<file path="src/rtl/ec_control_unit.sv">
// ec_control_unit
// ---------------------------------------------------------------------------
// Finite-state controller for the 8-bit accumulator machine (A register, PC,
// IR, 32x8 RAM, add/sub unit). Two modes:
//   program mode : operator keys bytes from the Input switches into RAM at
//                  consecutive addresses (AddrSel counter).
//   run mode     : fetch / decode / execute of the 3-bit-opcode ISA.
//
// Optional feature macro: EC_IN_WAIT_EN
//   defined   -> IN waits for an Enter rising edge before loading A.
//   undefined -> IN loads the Input switches unconditionally in one cycle.
//
// Ports
//   Clock                 rising-edge clock
//   Reset                 synchronous, active-low
//   Mode                  1 = program, 0 = run (sampled in START / PROG_IDLE)
//   Enter                 operator key (level, rise-detected internally)
//   IR[2:0]               opcode from the IR register
//   Aeq0, Apos            datapath status flags
//   IRload, PCload, JMPmux, Meminst, MemWr, Aload, Sub   datapath strobes
//   Asel[1:0]             A mux: 00 add/sub, 01 Input, 10 RAM, 11 zero
//   Halt                  high in HALT
//   programEn, Addrload, PRload   program-mode strobes
//   AddrSel[4:0]          program-mode write address counter
//   State[3:0]            current state encoding (debug / LEDs)
// ---------------------------------------------------------------------------
module ec_control_unit (
  input  logic       Clock,
  input  logic       Reset,
  input  logic       Mode,
  input  logic       Enter,
  input  logic [2:0] IR,
  input  logic       Aeq0,
  input  logic       Apos,
  output logic       IRload,
  output logic       PCload,
  output logic       JMPmux,
  output logic       Meminst,
  output logic       MemWr,
  output logic       Aload,
  output logic       Sub,
  output logic [1:0] Asel,
  output logic       Halt,
  output logic       programEn,
  output logic       Addrload,
  output logic       PRload,
  output logic [4:0] AddrSel,
  output logic [3:0] State
);

  typedef enum logic [3:0] {
    st_start      = 4'd0,
    st_fetch      = 4'd1,
    st_decode     = 4'd2,
    st_load       = 4'd3,
    st_store      = 4'd4,
    st_add        = 4'd5,
    st_sub        = 4'd6,
    st_in         = 4'd7,
    st_jz         = 4'd8,
    st_jpos       = 4'd9,
    st_halt       = 4'd10,
    st_prog_idle  = 4'd11,
    st_prog_latch = 4'd12,
    st_prog_write = 4'd13
  } state_t;

  state_t     state_reg, state_next;
  logic [4:0] addr_cnt_reg, addr_cnt_next;
  logic       enter_q_reg;
  logic       enter_rise;

  assign enter_rise = Enter & ~enter_q_reg;
  assign AddrSel    = addr_cnt_reg;
  assign State      = state_reg;

  always_ff @(posedge Clock) begin
    if (!Reset) begin
      state_reg    <= st_start;
      addr_cnt_reg <= 5'd0;
      enter_q_reg  <= 1'b0;
    end else begin
      state_reg    <= state_next;
      addr_cnt_reg <= addr_cnt_next;
      enter_q_reg  <= Enter;
    end
  end

  always_comb begin
    state_next    = state_reg;
    addr_cnt_next = addr_cnt_reg;
    IRload        = 1'b0;
    PCload        = 1'b0;
    JMPmux        = 1'b0;
    Meminst       = 1'b0;
    MemWr         = 1'b0;
    Aload         = 1'b0;
    Sub           = 1'b0;
    Asel          = 2'b00;
    Halt          = 1'b0;
    programEn     = 1'b0;
    Addrload      = 1'b0;
    PRload        = 1'b0;

    // Strobes are gated by Reset so that a reset landing in STORE or
    // PROG_WRITE never lets the write complete on that same edge.
    if (Reset) begin
      case (state_reg)
        st_start: begin
          if (Mode) begin
            state_next    = st_prog_idle;
            addr_cnt_next = 5'd0;
          end else begin
            state_next = st_fetch;
          end
        end
        st_fetch: begin
          IRload     = 1'b1;
          PCload     = 1'b1;
          state_next = st_decode;
        end
        st_decode: begin
          Meminst = 1'b1;
          case (IR)
            3'b000:  state_next = st_load;
            3'b001:  state_next = st_store;
            3'b010:  state_next = st_add;
            3'b011:  state_next = st_sub;
            3'b100:  state_next = st_in;
            3'b101:  state_next = st_jz;
            3'b110:  state_next = st_jpos;
            default: state_next = st_halt;
          endcase
        end
        st_load: begin
          Meminst    = 1'b1;
          Asel       = 2'b10;
          Aload      = 1'b1;
          state_next = st_fetch;
        end
        st_store: begin
          Meminst    = 1'b1;
          MemWr      = 1'b1;
          state_next = st_fetch;
        end
        st_add: begin
          Meminst    = 1'b1;
          Aload      = 1'b1;
          state_next = st_fetch;
        end
        st_sub: begin
          Meminst    = 1'b1;
          Sub        = 1'b1;
          Aload      = 1'b1;
          state_next = st_fetch;
        end
        st_in: begin
          Asel = 2'b01;
`ifdef EC_IN_WAIT_EN
          Aload = enter_rise;
          if (enter_rise) state_next = st_fetch;
`else
          Aload      = 1'b1;
          state_next = st_fetch;
`endif
        end
        st_jz: begin
          JMPmux     = 1'b1;
          PCload     = Aeq0;
          state_next = st_fetch;
        end
        st_jpos: begin
          JMPmux     = 1'b1;
          PCload     = Apos;
          state_next = st_fetch;
        end
        st_halt: begin
          Halt = 1'b1;
        end
        st_prog_idle: begin
          // Mode=0 has priority over a simultaneous Enter rise.
          if (!Mode)           state_next = st_start;
          else if (enter_rise) state_next = st_prog_latch;
        end
        st_prog_latch: begin
          Addrload   = 1'b1;
          PRload     = 1'b1;
          state_next = st_prog_write;
        end
        st_prog_write: begin
          programEn     = 1'b1;
          addr_cnt_next = addr_cnt_reg + 5'd1;
          state_next    = st_prog_idle;
        end
        default: state_next = st_start;
      endcase
    end
  end

endmodule
</file>
<file path="config.mk">
export PLATFORM = sky130hd
export DESIGN_NAME = ec_control_unit
export DESIGN_NICKNAME = d
export VERILOG_FILES = /design/src/rtl/ec_control_unit.sv
export SDC_FILE = /design/constraint.sdc
export NUM_CORES = 1
export LEC_CHECK = 0
export BUFFER_PORTS_ARGS = -buffer_cell sky130_fd_sc_hd__buf_2
export CAP_MARGIN = 25
export CORE_ASPECT_RATIO = 1.25
export CORE_UTILIZATION = 30
export CTS_BUF_LIST = sky130_fd_sc_hd__clkbuf_16
export DETAILED_ROUTE_END_ITERATION = 8
export PLACE_DENSITY = 0.59
export SLEW_MARGIN = 20
export SYNTH_ARGS = -nofsm -noshare
export SYNTH_HDL_FRONTEND = slang
export SYNTH_SLANG_ARGS = --single-unit
</file>
<file path="constraint.sdc">
create_clock -name Clock -period 2.2 [get_ports Clock]
set_input_delay 0.55 -clock Clock [delete_from_list [all_inputs] [get_ports Clock]]
set_output_delay 0.55 -clock Clock [all_outputs]
set_load 0.05 [all_outputs]
</file>
==> summary.txt, run 1 <==
Logic synthesis
  • Mux cell area share after synthesis: 0
  • Most area-consuming cells after synthesis: dfxtp_1 29%, nor3_1 9.4%, a21oi_1 5.0%
  • Most common cell in the netlist: nor3_1
  • Cells after Synth: a little over 90
  • Post-synth top area cell: dfxtp_1
  • #FFs+latches synth: 10
  • Top cell type's share of synthesized area: 0.2878
  • Syn nets: 102
  • Fraction of registers with async set/reset: 0
  • EDFF count, synth: 0
  • Register area share after synthesis: 0.2878
  • Simple-Gate Fraction of Synth Area: 0.3507
  • Adder-cell share of the synthesized area: 0.01799
  • Synth warn: 0
  • Distinct cell type count after synthesis: 32
  • Top FF cell, synth: dfxtp_1
  • Synth Area in Compound Gates: 0.2464
  • Post-Syn Area: between 600 and 700 µm²
  • Synth Area in XOR/XNOR: 0.03777
  • Commonest cells in the netlist: 13 x nor3_1, 10 x dfxtp_1, 8 x nor2_1
  • Syn Area/Cell: 7.562 µm²
  • Largest family of logic cells by synthesized area: simple AND/OR/NAND/NOR gates

Global route
  • GRT Overall Usage: 0.1614
  • Initial antenna violation count: 0
  • Largest net degree at the start of global routing: 19
  • Met2 usage: 0.2360
  • GRT met3 Usage: 0.03896
  • GRT overflow: 0
  • Top Usage Layer GRT: met2
  • Vias in the first global route: ~700
  • First-pass GRT wire length: about 3.1 mm
  • Global-route met1 utilization: 0.2353

Setup path
  • CP max stage cell: dfxtp_2
  • Crit path capture type: primary output
  • CP Cell Sequence: buf_4 > and4b_1 > nand2_1 > inv_2 > buf_2
  • Crit Path Class: reg -> out
  • CP required: roughly 1.7 ns
  • CP arrival: between 1.5 and 2 ns
  • CP Max Fanout: 16
  • CP startpoint kind: flop
  • Critical path origin: State[0]
  • Slowest stage delay, CP: ~0.31 ns
  • Reg2reg start: State[3]

STA
  • Max-slew headroom: 0.7465
  • Setup TNS: 0 ns
  • Final setup margin: roughly 0.14 ns
  • Fin crit share: 0.9364
  • Slew @ Worst Pin: between 0.3 and 0.4 ns
  • Final Slew Violations: 0
  • Clock skew: around 0.0035 ns
  • RSZ-0062 raised after global routing: no
  • WHS: about 0.53 ns
  • Min cycle time layout: between 2 and 2.5 ns
  • F_max: between 400 and 500 MHz
  • Setup Viol. Count Final: 0
  • Final Hold Viols: 0

Die
  • Area of the die: approximately 2500 µm²
  • Initial Util: 0.3181
  • Num rows: 19
  • IO Pins: 31
  • Die X: around 45 µm
  • Core area: roughly 2200 µm²
  • Die H: approximately 56 µm

Clocking
  • CTS tree: yes
  • Clk Latency, worst-skew pair: ~0.23 ns
  • Sinks on Clock Net: 10
  • Hold buffer count at cts: 0
  • TritonCTS buffer count: 3
  • Worst-path clk slew: 0.04 ns
  • Post-CTS setup buffer count: 0
  • CTS H-tree depth: 1
  • Clk root buf: clkbuf_16
  • Post_cts resized: 0
  • Clk buf depth: 2

Pwr
  • Worst vdd ir: roughly 0.78 mV
  • Leak: between 0.4 and 0.5 nW
  • Pwr dens: ~950 nW/µm²

Routing
  • ANT nets after route: 0
  • DRC Markers: 0
  • WL final: about 1.9 mm
  • Vias: slightly above 800
  • Wire length per cell: around 12 µm
  • Avg Vias per Cell: roughly 5.3
  • Pre-antenna DRT Iters: 4
  • Iteration-0 DRC Markers: 18

Job
  • Max-cap viol count: 0

Finish
  • Fin util: 0.4805
  • Number of flip-flops in the largest register: 5
  • Layout cell share with drive strength beyond 1: 0.4355
  • Area grow syn2layout: 51.08%
  • Non-Filler Instances: about 160
  • # diodes: 0
  • Final nets: roughly 140

Placed design
  • Placer Congestion: 0.8144
  • Placed Instances: between 150 and 200
  • Final HPWL DP: between 1 and 1.5 mm
  • Dpl ws: 0.2021 ns
  • Number of buffers added on ports: 30

Hold path
  • Hold_sp: AddrSel[1]
  • Hold WC Path Type: reg -> reg

Status
  • Status: completed
## metrics by stage
stage	power, mW	area [µm²]
after floorplan	0.5823	784.5
after global placement	0.6775	972.2
after detailed placement	0.6786	972.2
after CTS	1.007	1051
after global routing	1.045	1051
final	0.9961	1051
## metal layers
layer | up-vias | share of wire | routed length (µm)
li1 | 403 | - | -
met1 | 381 | 0.48 | 905
met2 | 34 | 0.46 | 882
met3 | 0 | 0.060 | 115
met4 | 0 | 0 | 0
met5 | - | 0 | 0
## cells by family after synthesis
group,count (synthesis)
AOI/OAI and AO/OA,23
xor gates and xnor gates,3
adders and majority gates,1
buffers and inverters,9
DFF,10
and+or+nand+nor,46
## path summary, 6_finish.rpt
path | to | slack [ns] | cells past startpoint
max | programEn | 0.14 | 5
min | AddrSel[1] | 0.53 | 1
max reg2reg | AddrSel[4] | 0.50 | 5
min reg2reg | AddrSel[1] | 0.53 | 1
## cell type report
class / instances / area [µm²]
Multi-Input combinational cell: 73 / 538.0
Tap cell: 31 / 38.79
Inverter: 3 / 11.26
Fill cell: 249 / 1136
Sequential cell: 10 / 203.9
Clock buffer: 3 / 75.07
Timing Repair Buffer: 34 / 180.2
Clock inverter: 1 / 3.754
## cell usage in the layout, fill, tap and decap left out, types with 4 or more instances in the layout
| master | n |
|---|---|
| buf_4 | 4 |
| buf_2 | 30 |
| nand3_1 | 4 |
| nor3_4 | 6 |
| nand2b_1 | 4 |
| a21oi_1 | 6 |
| nand2_1 | 7 |
| nor3_1 | 5 |
| dfxtp_1 | 7 |
| nor2_1 | 7 |
## worst max-delay path, delay by kind of cell, from the launching register on
kind          cells  cell delay (ns)
simple gates      2             0.38
flops             1             0.31
buf+inv           3             0.58
## where the power goes
part           switching (mW)  internal (mW)
clock                  0.0802          0.238
combinational           0.296          0.128
sequential             0.0509          0.203
total                   0.427          0.569
(Power assumes the default switching activity.)
==> run 2: changes to the inputs <==
- CELL_PAD_IN_SITES_DETAIL_PLACEMENT: unset -> 1
- CELL_PAD_IN_SITES_GLOBAL_PLACEMENT: unset -> 1
- GPL_ROUTABILITY_DRIVEN: unset -> 0
- PLACE_DENSITY: 0.59 -> 0.78
==> run 2 against run 1 <==
  * Worst setup slack lost 0.011 ns
  * Sequential power is 5% higher
  * Non-clock buffer count unchanged
  * Cell count is 0.65% lower
  * Clock skew is 0.0026 ns lower
  * Flip-flop and latch count did not move
  * Via count is 0.61% lower
  * Critical path depth is 2 lower
  * Hold slack gained 0.0023 ns
  * Largest cell class unchanged
  * Largest power group unchanged
  * Highest routed layer is now met4
==> summary.txt, run 2 (synthesis results as in run 1) <==
Die
  • Die X: 45.07 µm (unchanged)
  • Num rows: 19 (unchanged)
  • Die H: 55.84 µm (unchanged)
  • Initial Util: 0.3181 (unchanged)
  • Area of the die: 2517 µm² (unchanged)
  • IO Pins: 31 (unchanged)
  • Core area: 2187 µm² (unchanged)

Setup path
  • CP Max Fanout: 18 (+2)
  • CP max stage cell: dfxtp_2
  • Crit Path Class: reg -> out
  • CP arrival: 1.52 ns (about the same)
  • Slowest stage delay, CP: 0.55 ns (+0.24 ns)
  • CP required: 1.65 ns (about the same)
  • CP Cell Sequence: nand2b_1 > nor3_4 > buf_2
  • CP startpoint kind: flop
  • Crit path capture type: primary output

Clocking
  • CTS tree: yes
  • Clk Latency, worst-skew pair: 0.23 ns (about the same)
  • TritonCTS buffer count: 3 (unchanged)
  • Clk buf depth: 2 (unchanged)
  • CTS H-tree depth: 1 (unchanged)
  • Sinks on Clock Net: 10 (unchanged)
  • Worst-path clk slew: 0.04 ns (about the same)
  • Clk root buf: clkbuf_16

Pwr
  • Clock share of power: 0.314 (-0.005)
  • Leak: 0.4573 nW (-0.36%)
  • Sw Ratio: 0.4286 (about the same)
  • Flop pwr share: 0.268 (+0.013)
  • Tot Pwr: 0.9968 mW (about the same)
  • Pwr dens: 947.3 nW/µm² (about the same)
  • Comb power frac: 0.418 (-0.008)
  • Internal power: 0.5696 mW (+0.12%)
  • Worst vdd ir: 0.6631 mV (-15%)
  • P_sw: 0.4272 mW (about the same)

Finish
  • Number of flip-flops in the largest register: 5 (unchanged)
  • Layout cell share with drive strength beyond 1: 0.4390 (+0.003541)
  • Final nets: 135 (unchanged)
  • # diodes: 0 (unchanged)
  • Fillers: 286 (+15%)
  • Most common cell after layout, fill and taps aside: buf_2
  • Post-route cell area: 1052 µm² (+0.12%)
  • Commonest cells after routing, fill and taps aside: 29 x buf_2, 7 x dfxtp_1, 7 x nand2_1, 7 x nor2_1
  • Area grow syn2layout: 51.26%

Global route
  • Largest net degree at the start of global routing: 19 (unchanged)
  • GRT Overall Usage: 0.1879 (+0.02649)
  • Initial antenna violation count: 0 (unchanged)
  • GRT overflow: 0 (unchanged)
  • First-pass GRT wire length: 3.588 mm (+15%)
  • Vias in the first global route: 790 (+13%)

Routing
  • Vias: 813 (-0.61%)
  • Pre-antenna DRT Iters: 2 (-2)
  • DRC Markers: 0 (unchanged)
  • Iteration-0 DRC Markers: 7 (-11)
  • WL final: 2.088 mm (+9.7%)
  • ANT nets after route: 0 (unchanged)
  • Wire length per cell: 13.56 µm (+10%)
  • Avg Vias per Cell: 5.279 (about the same)

STA
  • WHS: 0.5308 ns (+0.002289 ns)
  • Min cycle time layout: 2.071 ns (+0.01085 ns)
  • Max-slew headroom: 0.7506 (+0.004067)
  • Setup Viol. Count Final: 0 (unchanged)
  • Final Slew Violations: 0 (unchanged)
  • Slew @ Worst Pin: 0.3693 ns (-0.01093 ns)
  • Clock skew: 0.0008190 ns (-0.002638 ns)
  • F_max: 482.9 MHz (-0.52%)
  • RSZ-0062 raised after global routing: no
  • Final setup margin: 0.1291 ns (-0.01085 ns)
  • Fin crit share: 0.9413 (+0.004931)
  • Final Hold Viols: 0 (unchanged)

Placed design
  • Dpl ws: 0.1894 ns (-0.01269 ns)
  • Placed inst area: 972.2 µm² (unchanged)
  • Final HPWL DP: 1.621 mm (+17%)
  • Number of buffers added on ports: 30 (unchanged)

Job
  • Max-cap viol count: 0 (unchanged)

Status
  • Status: completed

Hold path
  • Hold WC Path Type: reg -> reg
[run 2: cell types whose count changed in the layout (fill, tap and decap cells not counted)]
| cell | change |
|---|---|
| buf_2 | -1 |
| clkbuf_4 | +1 |
| clkinv_1 | -1 |
| dfxtp_2 | -1 |
| dfxtp_4 | +1 |
[run 2: through the flow]
step / util / cells / TNS, ns
final: 0.4811 / 154 / 0
after global routing: 0.4811 / 154 / 0
after CTS: 0.4788 / 154 / 0
after detailed placement: 0.4445 / 151 / 0
after global placement: 0.4445 / 151 / 0
after floorplan: - / 92 / -0.6897
[run 2: layout make-up]
| cell class | instances | area [µm²] | share of cell area |
|---|---|---|---|
| clock buffers | 3 | 75.07 | 0.07134 |
| inverters | 3 | 11.26 | 0.01070 |
| multi-input cells | 73 | 538.0 | 0.5113 |
| flip-flops and latches | 10 | 206.4 | 0.1962 |
| well taps | 31 | 38.79 | 0.03686 |
| repair buffers | 34 | 182.7 | 0.1736 |
[run 2: power groups by stage]
stage | combinational [mW] | sequential [mW] | clock (mW)
finish | 0.417 | 0.267 | 0.313
global route | 0.446 | 0.275 | 0.324
CTS | 0.418 | 0.265 | 0.316
detailed placement | 0.417 | 0.269 | 0
global placement | 0.409 | 0.268 | 0
floorplan | 0.290 | 0.292 | 0
[run 2: repair_timing]
| item | 4_1_cts | 5_1_grt |
|---|---|---|
| hold buffers | 0 | 0 |
| buffers inserted | 0 | 0 |
| resized for setup | 0 | 2 |
| endpoints found under the setup margin | 0 | 1 |
[run 2: critical path, delay by kind of cell (launching register included)]
family                 cells  cell delay, ns
and+or+nand+nor            2            0.44
DFF                        1            0.55
buffers and inverters      1            0.28
[run 2: routing by layer]
metal | global-route usage | wire length [µm] | up-vias | share of wire
met5 | 0 | 0 | - | 0
met4 | 0.08658 | 38 | 0 | 0.018
met3 | 0.009740 | 58 | 5 | 0.028
met2 | 0.3064 | 1037 | 20 | 0.50
met1 | 0.2459 | 954 | 389 | 0.46
li1 | - | - | 399 | -
[run 2: path summary, 6_finish.rpt]
kind               from    endpoint  slack (ns)  depth (start not counted)
max            State[1]        Halt        0.13                          3
min          AddrSel[1]  AddrSel[1]        0.53                          1
max reg2reg    State[3]  AddrSel[4]        0.51                          5
min reg2reg  AddrSel[1]  AddrSel[1]        0.53                          1
==> run 3: changes to the inputs <==
- CTS_BUF_LIST: sky130_fd_sc_hd__clkbuf_16 -> unset
==> run 3 against run 2 <==
  * Clock power down 60%
  * Wire length down 0.86%
  * Critical path depth unchanged
  * Fmax down 1.7%
  * Largest power group unchanged
  * Highest routed layer unchanged
==> summary.txt, run 3 (synthesis results as in run 1) <==
Setup path
  • R2R cell count: 5 (unchanged)
  • Crit Path Class: reg -> out
  • CP startpoint kind: flop
  • Crit path capture type: primary output
  • CP arrival: 1.56 ns (+0.04 ns)
  • CP Max Fanout: 18 (unchanged)
  • CP required: 1.65 ns (about the same)

STA
  • Min cycle time layout: 2.107 ns (+0.03586 ns)
  • WHS: 0.5171 ns (-0.01367 ns)
  • F_max: 474.7 MHz (-1.7%)
  • Setup TNS: 0 ns (unchanged)
  • Fin crit share: 0.9576 (+0.01630)
  • Slew @ Worst Pin: 0.3730 ns (+0.003684 ns)
  • Max-slew headroom: 0.7481 (-0.002488)
  • Final Hold Viols: 0 (unchanged)
  • RSZ-0062 raised after global routing: no
  • Final Slew Violations: 0 (unchanged)
  • Setup Viol. Count Final: 0 (unchanged)
  • Clock skew: 0.001327 ns (+0.0005078 ns)

Finish
  • Number of flip-flops in the largest register: 5 (unchanged)
  • Layout cell share with drive strength beyond 1: 0.4390 (unchanged)
  • Fillers: 297 (+3.8%)
  • Area grow syn2layout: 44.06%
  • Commonest cells after routing, fill and taps aside: 28 x buf_2, 7 x dfxtp_1, 7 x nand2_1, 7 x nor2_1
  • Fin util: 0.4582 (-0.02288)
  • # diodes: 0 (unchanged)
  • Final nets: 135 (unchanged)
  • Most common cell after layout, fill and taps aside: buf_2

Routing
  • Wire length per cell: 13.44 µm (-0.86%)
  • Pre-antenna DRT Iters: 3 (+1)
  • WL final: 2.070 mm (-0.86%)
  • Avg Vias per Cell: 5.286 (+0.12%)
  • DRC Markers: 0 (unchanged)
  • ANT nets after route: 0 (unchanged)
  • Vias: 814 (+0.12%)
  • Iteration-0 DRC Markers: 17 (+10)

Clocking
  • Clk root buf: clkbuf_4
  • CTS H-tree depth: 1 (unchanged)
  • Post-CTS setup buffer count: 0 (unchanged)
  • Clk buf depth: 2 (unchanged)
  • CTS tree: yes
  • Clk Latency, worst-skew pair: 0.27 ns (+0.04 ns)
  • Hold buffer count at cts: 0 (unchanged)
  • Sinks on Clock Net: 10 (unchanged)
  • TritonCTS buffer count: 3 (unchanged)
  • Worst-path clk slew: 0.06 ns (+0.02 ns)

Die
  • IO Pins: 31 (unchanged)
  • Initial Util: 0.3181 (unchanged)
  • Area of the die: 2517 µm² (unchanged)
  • Num rows: 19 (unchanged)
  • Die H: 55.84 µm (unchanged)
  • Core area: 2187 µm² (unchanged)
  • Die X: 45.07 µm (unchanged)

Global route
  • First-pass GRT wire length: 3.546 mm (-1.2%)
  • GRT Overall Usage: 0.1839 (-0.003979)
  • GRT overflow: 0 (unchanged)
  • Vias in the first global route: 806 (+2.0%)
  • Largest net degree at the start of global routing: 19 (unchanged)
  • Initial antenna violation count: 0 (unchanged)

Status
  • Status: completed

Hold path
  • Hold WC Path Type: in -> reg
  • Worst Hold Path Cells: 2 (+1)

Pwr
  • Pwr dens: 805.3 nW/µm² (-15%)
  • Worst vdd ir: 0.4596 mV (-31%)
  • Leak: 0.4334 nW (-5.2%)

Placed design
  • Final HPWL DP: 1.621 mm (unchanged)
  • Number of buffers added on ports: 30 (unchanged)

Job
  • Max-cap viol count: 0 (unchanged)
-- run 3: layout make-up --
class	count	area, µm²	share of cell area
repair buffers	34	185.2	0.1848
inverters	3	11.26	0.01124
well taps	31	38.79	0.03870
multi-input cells	73	538.0	0.5368
flip-flops and latches	10	206.4	0.2060
clock buffers	3	22.52	0.02247
-- run 3: per-layer routing --
metal | global-route usage | part of all wire
met4 | 0.07359 | 0.023
met1 | 0.2252 | 0.45
met3 | 0.01948 | 0.032
met2 | 0.3147 | 0.50
met5 | 0 | 0
-- run 3: worst max-delay path, stage by stage, from the launching register on --
cell	delay [ns]
dfxtp_2	0.56
nand2b_1	0.28
nor3_4	0.16
buf_2	0.28
-- run 3: where the power goes --
group          leakage [nW]  internal [mW]  switching, mW  total (mW)
Sequential           0.0829          0.204         0.0620       0.266
Clock                0.0138         0.0632         0.0619       0.125
Combinational         0.337          0.129          0.287       0.416
Total                 0.433          0.397          0.410       0.807
-- run 3: repair_timing --
item,4_1_cts,5_1_grt
endpoints found under the hold margin,0,0
gates resized for setup,0,3
setup endpoints to repair,0,2
-- run 3: worst paths after layout --
kind	start	end	slack [ns]
worst max register to register	State[3]	AddrSel[3]	0.52
worst max-delay path	State[1]	Halt	0.09
worst min register to register	AddrSel[4]	AddrSel[4]	0.53
worst min-delay path	Enter	enter_q_reg	0.52
-- run 3: metrics by stage --
stage | setup slack, ns | instance area [µm²] | total power [mW] | cells
detailed placement | 0.1894 | 972.2 | 0.6859 | 151
global placement | 0.2161 | 972.2 | 0.6764 | 151
floorplan | -0.2434 | 784.5 | 0.5823 | 92
finish | 0.09323 | 1002 | 0.8070 | 154
global route | 0.008154 | 1002 | 0.8506 | 154
CTS | 0.01535 | 994.7 | 0.8088 | 154
